==> src/rtl/mem_access_ctl.sv <==
// mem_access_ctl: load/store access controller for the CPU data port of a
// big-endian byte-lane memory (lane 3 = bits [31:24] = byte offset 0).
// It accepts one request at a time and walks IDLE -> ISSUE -> (WAIT) -> RESP.
// Optional build macro MISALIGN_TRAP_EN: when defined, misaligned halfword
// and word accesses are reported as errors. When undefined, the low address
// bits are forced to zero and the access proceeds.
module mem_access_ctl (
  input  logic        clk,
  input  logic        rst,
  input  logic        req_valid,
  output logic        req_ready,
  input  logic [3:0]  req_op,
  input  logic [31:0] req_addr,
  input  logic [31:0] req_wdata,
  output logic [31:0] mem_addr,
  output logic [3:0]  mem_wren,
  output logic [31:0] mem_din,
  input  logic [31:0] mem_dout,
  output logic        rsp_valid,
  output logic [31:0] rsp_rdata,
  output logic        rsp_err
);

  typedef enum logic [1:0] {S_IDLE, S_ISSUE, S_WAIT, S_RESP} state_t;

  localparam logic [3:0] OP_LB  = 4'd0;
  localparam logic [3:0] OP_LBU = 4'd1;
  localparam logic [3:0] OP_LH  = 4'd2;
  localparam logic [3:0] OP_LHU = 4'd3;
  localparam logic [3:0] OP_LW  = 4'd4;
  localparam logic [3:0] OP_SB  = 4'd8;
  localparam logic [3:0] OP_SH  = 4'd9;
  localparam logic [3:0] OP_SW  = 4'd10;

  state_t      r_state;
  state_t      w_state_next;
  logic [3:0]  r_op;
  logic [31:0] r_addr;
  logic [31:0] r_wdata;
  logic [31:0] r_rdata;
  logic        r_err;

  logic        w_legal;
  logic        w_is_half;
  logic        w_is_word;
  logic        w_err;
  logic [31:0] w_addr_eff;
  logic [3:0]  w_wren;
  logic [31:0] w_din;
  logic [7:0]  w_byte;
  logic [15:0] w_half;
  logic [31:0] w_load_data;
`ifdef MISALIGN_TRAP_EN
  logic        w_misaligned;
`endif

  // Classify the incoming request: legality, size, error and effective address
  always_comb begin
    w_legal   = 1'b0;
    w_is_half = 1'b0;
    w_is_word = 1'b0;
    case (req_op)
      OP_LB, OP_LBU, OP_SB: w_legal = 1'b1;
      OP_LH, OP_LHU, OP_SH: begin
        w_legal   = 1'b1;
        w_is_half = 1'b1;
      end
      OP_LW, OP_SW: begin
        w_legal   = 1'b1;
        w_is_word = 1'b1;
      end
      default: w_legal = 1'b0;
    endcase
    w_addr_eff = req_addr;
`ifdef MISALIGN_TRAP_EN
    w_misaligned = (w_is_half & req_addr[0]) | (w_is_word & (req_addr[1:0] != 2'b00));
    w_err        = ~w_legal | w_misaligned;
`else
    // Misaligned accesses are silently aligned down to the access size
    w_err = ~w_legal;
    if (w_is_half) w_addr_eff[0] = 1'b0;
    if (w_is_word) w_addr_eff[1:0] = 2'b00;
`endif
  end

  // Store lane enables and replicated store data for the latched request
  always_comb begin
    w_wren = 4'b0000;
    w_din  = 32'd0;
    case (r_op)
      OP_SB: begin
        w_wren = 4'b1000 >> r_addr[1:0];
        w_din  = {4{r_wdata[7:0]}};
      end
      OP_SH: begin
        w_wren = r_addr[1] ? 4'b0011 : 4'b1100;
        w_din  = {2{r_wdata[15:0]}};
      end
      OP_SW: begin
        w_wren = 4'b1111;
        w_din  = r_wdata;
      end
      default: begin
        w_wren = 4'b0000;
        w_din  = 32'd0;
      end
    endcase
  end

  // Pick the addressed byte/half from the returned word and extend it
  always_comb begin
    case (r_addr[1:0])
      2'd0:    w_byte = mem_dout[31:24];
      2'd1:    w_byte = mem_dout[23:16];
      2'd2:    w_byte = mem_dout[15:8];
      default: w_byte = mem_dout[7:0];
    endcase
    w_half = r_addr[1] ? mem_dout[15:0] : mem_dout[31:16];
    case (r_op)
      OP_LB:   w_load_data = {{24{w_byte[7]}}, w_byte};
      OP_LBU:  w_load_data = {24'd0, w_byte};
      OP_LH:   w_load_data = {{16{w_half[15]}}, w_half};
      OP_LHU:  w_load_data = {16'd0, w_half};
      OP_LW:   w_load_data = mem_dout;
      default: w_load_data = 32'd0;
    endcase
  end

  // State register; async reset drops any in-flight write immediately
  always_ff @(posedge clk or posedge rst) begin
    if (rst) r_state <= S_IDLE;
    else     r_state <= w_state_next;
  end

  // Next-state and output decode; memory strobes only live in ISSUE
  always_comb begin
    w_state_next = r_state;
    req_ready    = 1'b0;
    mem_addr     = 32'd0;
    mem_wren     = 4'b0000;
    mem_din      = 32'd0;
    rsp_valid    = 1'b0;
    rsp_err      = 1'b0;
    case (r_state)
      S_IDLE: begin
        req_ready = 1'b1;
        if (req_valid) w_state_next = w_err ? S_RESP : S_ISSUE;
      end
      S_ISSUE: begin
        mem_addr     = {r_addr[31:2], 2'b00};
        mem_wren     = w_wren;
        mem_din      = w_din;
        w_state_next = r_op[3] ? S_RESP : S_WAIT;
      end
      S_WAIT: w_state_next = S_RESP;
      S_RESP: begin
        rsp_valid    = 1'b1;
        rsp_err      = r_err;
        w_state_next = S_IDLE;
      end
      default: w_state_next = S_IDLE;
    endcase
  end

  // Request latch and response data; rdata changes only when entering RESP
  always_ff @(posedge clk or posedge rst) begin
    if (rst) begin
      r_op    <= 4'd0;
      r_addr  <= 32'd0;
      r_wdata <= 32'd0;
      r_rdata <= 32'd0;
      r_err   <= 1'b0;
    end else begin
      case (r_state)
        S_IDLE: begin
          if (req_valid) begin
            r_op    <= req_op;
            r_addr  <= w_addr_eff;
            r_wdata <= req_wdata;
            r_err   <= w_err;
            if (w_err) r_rdata <= 32'd0;
          end
        end
        S_ISSUE: if (r_op[3]) r_rdata <= 32'd0;
        S_WAIT:  r_rdata <= w_load_data;
        default: r_rdata <= r_rdata;
      endcase
    end
  end

  assign rsp_rdata = r_rdata;

endmodule

==> config.mk <==
export PLATFORM = sky130hd
export DESIGN_NAME = mem_access_ctl
export DESIGN_NICKNAME = d
export VERILOG_FILES = /design/src/rtl/mem_access_ctl.sv
export SDC_FILE = /design/constraint.sdc
export NUM_CORES = 1
export LEC_CHECK = 0
export CAP_MARGIN = 40
export CORE_MARGIN = 10
export CORE_UTILIZATION = 45
export DETAILED_ROUTE_END_ITERATION = 6
export MAX_ROUTING_LAYER = met4
export PLACE_DENSITY = 0.8
export REMOVE_ABC_BUFFERS = 1
export SKIP_CTS_REPAIR_TIMING = 1
export SYNTH_ARGS = -nofsm -noshare
export SYNTH_HDL_FRONTEND = slang
export SYNTH_SLANG_ARGS = --single-unit
==> constraint.sdc <==
create_clock -name clk -period 3.7 [get_ports clk]
set_clock_uncertainty 0.05 [all_clocks]
set_input_delay 0.74 -clock clk [delete_from_list [all_inputs] [get_ports clk]]
set_output_delay 0.74 -clock clk [all_outputs]
set_load 0.1 [all_outputs]
---- Word level (Yosys, flattened, before mapping) ----
Index checks and enable logic that the tools add are counted.
storage, ports and cells
  word-level logic and storage cells ...... 65
  output and inout port bits .............. 103
  flip-flop bits (word level) ............. 103
  bits of input ports ..................... 103
cells by class
  eq/ne operators ......................... 22
  bitwise logic cells ..................... 1
  reductions and logical operators ........ 10
  muxes and demuxes ....................... 25
  shift operators ......................... 1
operators by type and width
  cell                   count
  $pmux W32 S3           2
  $mux W32               5
  $pmux W32 S5           1
  $eq A4 B4 Y1 const B   6
  $pmux W8 S3            1
  $eq A4 B2 Y1 const B   4
  $mux W16               1
  $pmux W4 S3            1
  $eq A4 B1 Y1 const B   2
  $eq A4 B3 Y1 const B   2
  $logic_not A4 Y1       2
  $mux W1                8
  $mux W4                2
  $pmux W2 S4            1
  $reduce_or A8 Y1       1
  $eq A2 B2 Y1 const B   3
  $mux W2                3
  $ne A2 B2 Y1 const B   3
  $eq A2 B1 Y1 const B   2
  $logic_not A2 Y1       2
  $reduce_and A4 Y1      1
  $shr A4 B2 Y4 const A  1
  $reduce_bool A3 Y1     1
  $reduce_or A3 Y1       1
  3 further kinds        3

---- Longest topological paths before layout ----
  depth after elaboration ................. 6
  depth in mapped cells ................... 9
  depth with buffers taken out ............ 6

---- Worst setup path before layout ----
Ideal clock, no wire load.
  path type ............................... reg2out
  start ................................... register r_state[1]
  end ..................................... output mem_wren[0]
  slack ................................... -0.413 ns
  stages on the path, launching flop included .. 6
  data required time ...................... 2.910 ns
  arrival time ............................ 3.323 ns
  path buffers ............................ 0
  cells stage by stage .................... dfrtp_1 > inv_1 > ha_1 > nand3b_1 > a21oi_1 > a21boi_0
between the ends
  cells in the longest elaborated chain, start to end .. 2
ends and longest elaborated chain
  element                   line  source
  start: declaration        35    state_t r_state;
  start signal: assignment  132   else r_state <= w_state_next;
  $eq A2 B1 Y1              144   case (r_state)
  $mux W4                   144
  end: declaration          16    output logic [3:0] mem_wren,
Every way passes these cells.

---- Worst setup path in the final report ----
Same ends and word-level chain as after synthesis.

==> summary.txt <==
Status
  – Status: completed

Yosys
  – Seq cells post-synth: between 100 and 150
  – Yosys warns: 0
  – Share of flip-flops with an asynchronous set or reset: 100.0%
  – EDFF count, synth: 0
  – Synthesized area: about 5700 sq um
  – Mean post-synth cell area: 11.45 sq um
  – Mapped Cells: 499
  – Seq/Total Area, Yosys: 45.11%
  – Cell variety after synth: 48
  – Top_reg_cell synth: dfrtp_1

Job
  – Max-cap check violation count: 0

Placed design
  – Place WS: between 0.7 and 0.8 ns
  – Post-DP HPWL: 14.40 mm
  – RD Place Congestion: approximately 0.9
  – Port-buffer cells: around 200

Min path
  – Hold Path Cell Cnt: 2
  – Hold Path Class: reg2reg

Timing
  – Final worst-path cycle share: 86.52%
  – Final hold vios: 0
  – Slew Viols, Final: 0
  – Transition time of the tightest slew-check pin: 0.8300 ns
  – Setup violations, final: 0
  – Final worst setup slack: 0.4989 ns
  – Post-Route Hold Slack: between 0.4 and 0.5 ns
  – RSZ-0062 raised after global routing: false
  – Final setup TNS: 0 ns
  – Achievable frequency: 0.3124 GHz
  – Max_slew headroom: 44.67%
  – Clock period minus worst slack: 3.201 ns

Pwr
  – Leak pwr: approximately 3.7 nW
  – Power Dens Cells: 971.0 nW/um^2
  – Total power draw: 8.682 mW
  – Peak VDD IR: 0.0009087 V

Die
  – Core area: roughly 13000 sq um
  – Chip Width: ~130 microns
  – Die area: 17610 sq um
  – Top Ports: 206
  – Starting density of the core: approximately 46%
  – # rows: 41
  – Die height: 132.7 microns

CTS
  – TritonCTS Buffers: 9
  – Max Root-Sink Buffers: 2
  – Clock Latency Late Sink: 0.36 ns
  – CTS tree: yes
  – Root Buffer: clkbuf_16
  – Clk sinks: 103
  – Worst-path clk slew: 0.07 ns
  – H-tree depth: 3

Route
  – First DRT Iteration DRCs: 363
  – Routed WL: 18.88 mm
  – Drt first pass iters: 5
  – DRC viols: 0
  – WL per Instance: 21.19 microns
  – Via density: 5.536
  – Post-DRT Antenna Nets: 0
  – Via count: 4933

Worst setup path
  – CP required: 2.91 ns
  – Worst Setup End Kind: primary output
  – Max FO, Critical Path: 25
  – Setup crit start kind: register
  – Slowest stage cell, crit path: a21boi_0
  – Worst Path Arrival: 2.41 ns
  – Max stage delay on crit path: 0.44 ns
  – CP bufs+invs: 3
  – Critical-path cell list: inv_1 -> ha_1 -> nand3b_1 -> buf_4 -> a21oi_1 -> a21boi_0 -> buf_12
  – WP depth: 7
  – Delay-heaviest family, CP: compound AO/OA/AOI/OAI gates
  – WS Path Type: reg2out
  – Reg2Reg Depth: 6

Finish
  – Layout fillers: 879
  – FF+latch area: 2577 sq um
  – Antenna cells: 0
  – Area of the multi-input gates: 2860 sq um
  – Nets: 821
  – Most frequent cells in the layout: clkdlybuf4s50_1, dfrtp_1, mux2_2
  – Commonest non-fill, non-tap cell in the layout: clkdlybuf4s50_1
  – Layout area overhead: 56.47%
  – Layout cells sized above 1: between 30% and 40%
  – Core Util, Final: a little under three quarters

Global routing
  – Vias in the first global route: 5340
  – Gr usage total: 21.84%
  – Largest net degree at the start of global routing: approximately 100
  – Initial antenna violation count: 0
  – First-pass GRT wire length: 29.93 mm
  – Residual overflow from global routing: 0
==> synth_stat cells (all sizes together) (2+ instances only) <==
library cell | number | share of area [%]
inv | 7 | 0.46
a221oi | 13 | 3.4
nand2 | 26 | 1.7
buf | 30 | 3.7
o2bb2ai | 17 | 3.7
nor4b | 2 | 0.83
a21oi | 32 | 2.9
nand2b | 3 | 0.33
nor2 | 31 | 2.0
o21a | 2 | 0.26
ha | 4 | 0.88
and3 | 2 | 0.22
mux2i | 3 | 0.53
mux2 | 65 | 13
mux4 | 8 | 3.2
nor3 | 2 | 0.18
a2bb2oi | 17 | 2.7
a21o | 2 | 0.26
nor2b | 14 | 1.5
dfrtp | 103 | 45
clkbuf | 12 | 0.79
and2 | 47 | 5.1
o21ai | 25 | 2.3
a22o | 17 | 2.6
==> power breakdown <==
part | leakage (nW) | internal (mW) | switching, mW
sequential | 1.29 | 1.61 | 0.435
combinational | 2.28 | 2.03 | 3.61
clock | 0.153 | 0.568 | 0.437
total | 3.72 | 4.20 | 4.48
==> worst reg2reg max path, delay by kind of cell (launching register included) <==
family | cells | cell delay [ns]
buffers and inverters | 1 | 0.12
DFF | 1 | 0.40
and+or+nand+nor | 2 | 1.13
AOI/OAI and AO/OA | 2 | 0.47
adders and majority gates | 1 | 0.31
==> sequential cells by signal (all words and copies together), names as in the netlist <==
name and flops:
r_addr 32, r_wdata 32, rsp_rdata 32, r_op 4, r_state 2, r_err 1
==> cells by family after synthesis <==
group                    share of synthesized area (%)
multiplexers                                     16.55
flip-flops                                       45.11
buffers and inverters                            4.926
AND/OR/NAND/NOR                                  12.48
other                                          0.06563
AO/OA/AOI/OAI                                    19.99
adder cells (fa/ha/maj)                         0.8759
==> cell type report <==
cell class / instances / share of cell area [%]
clock inverters: 5 / 0.7137
clock buffers: 11 / 2.827
repair buffers: 245 / 32.91
inverters: 7 / 0.3219
well taps: 172 / 2.407
flip-flops and latches: 103 / 28.83
multi-input cells: 348 / 31.99
==> stage by stage <==
| stage | cells | instance area, sq um |
|---|---|---|
| 2_1_floorplan | 458 | 5463 |
| 3_3_place_gp | 845 | 8099 |
| 3_5_place_dp | 875 | 8625 |
| 4_1_cts | 891 | 8941 |
| 5_1_grt | 891 | 8941 |
| 6_report | 891 | 8941 |
==> routing by layer <==
| metal | global-route usage, % | up-vias | routed length [microns] |
|---|---|---|---|
| met5 | - | - | 0 |
| met4 | 7.457 | 0 | 385 |
| met3 | 7.419 | 27 | 1519 |
| met2 | 34.62 | 228 | 9100 |
| met1 | 25.49 | 2443 | 7874 |
| li1 | - | 2235 | - |
==> path summary, 6_finish.rpt <==
kind                       slack [ns]            end  startpoint
setup reg to reg                 1.15  rsp_rdata[30]  r_state[1]
hold reg to reg                  0.44          r_err       r_err
min in group asynchronous        0.82      r_addr[4]         rst
setup / recovery                 0.50    mem_wren[0]  r_state[1]
max in group asynchronous        2.31    r_wdata[17]         rst
hold / removal                   0.44          r_err       r_err
(Power assumes the default switching activity.)
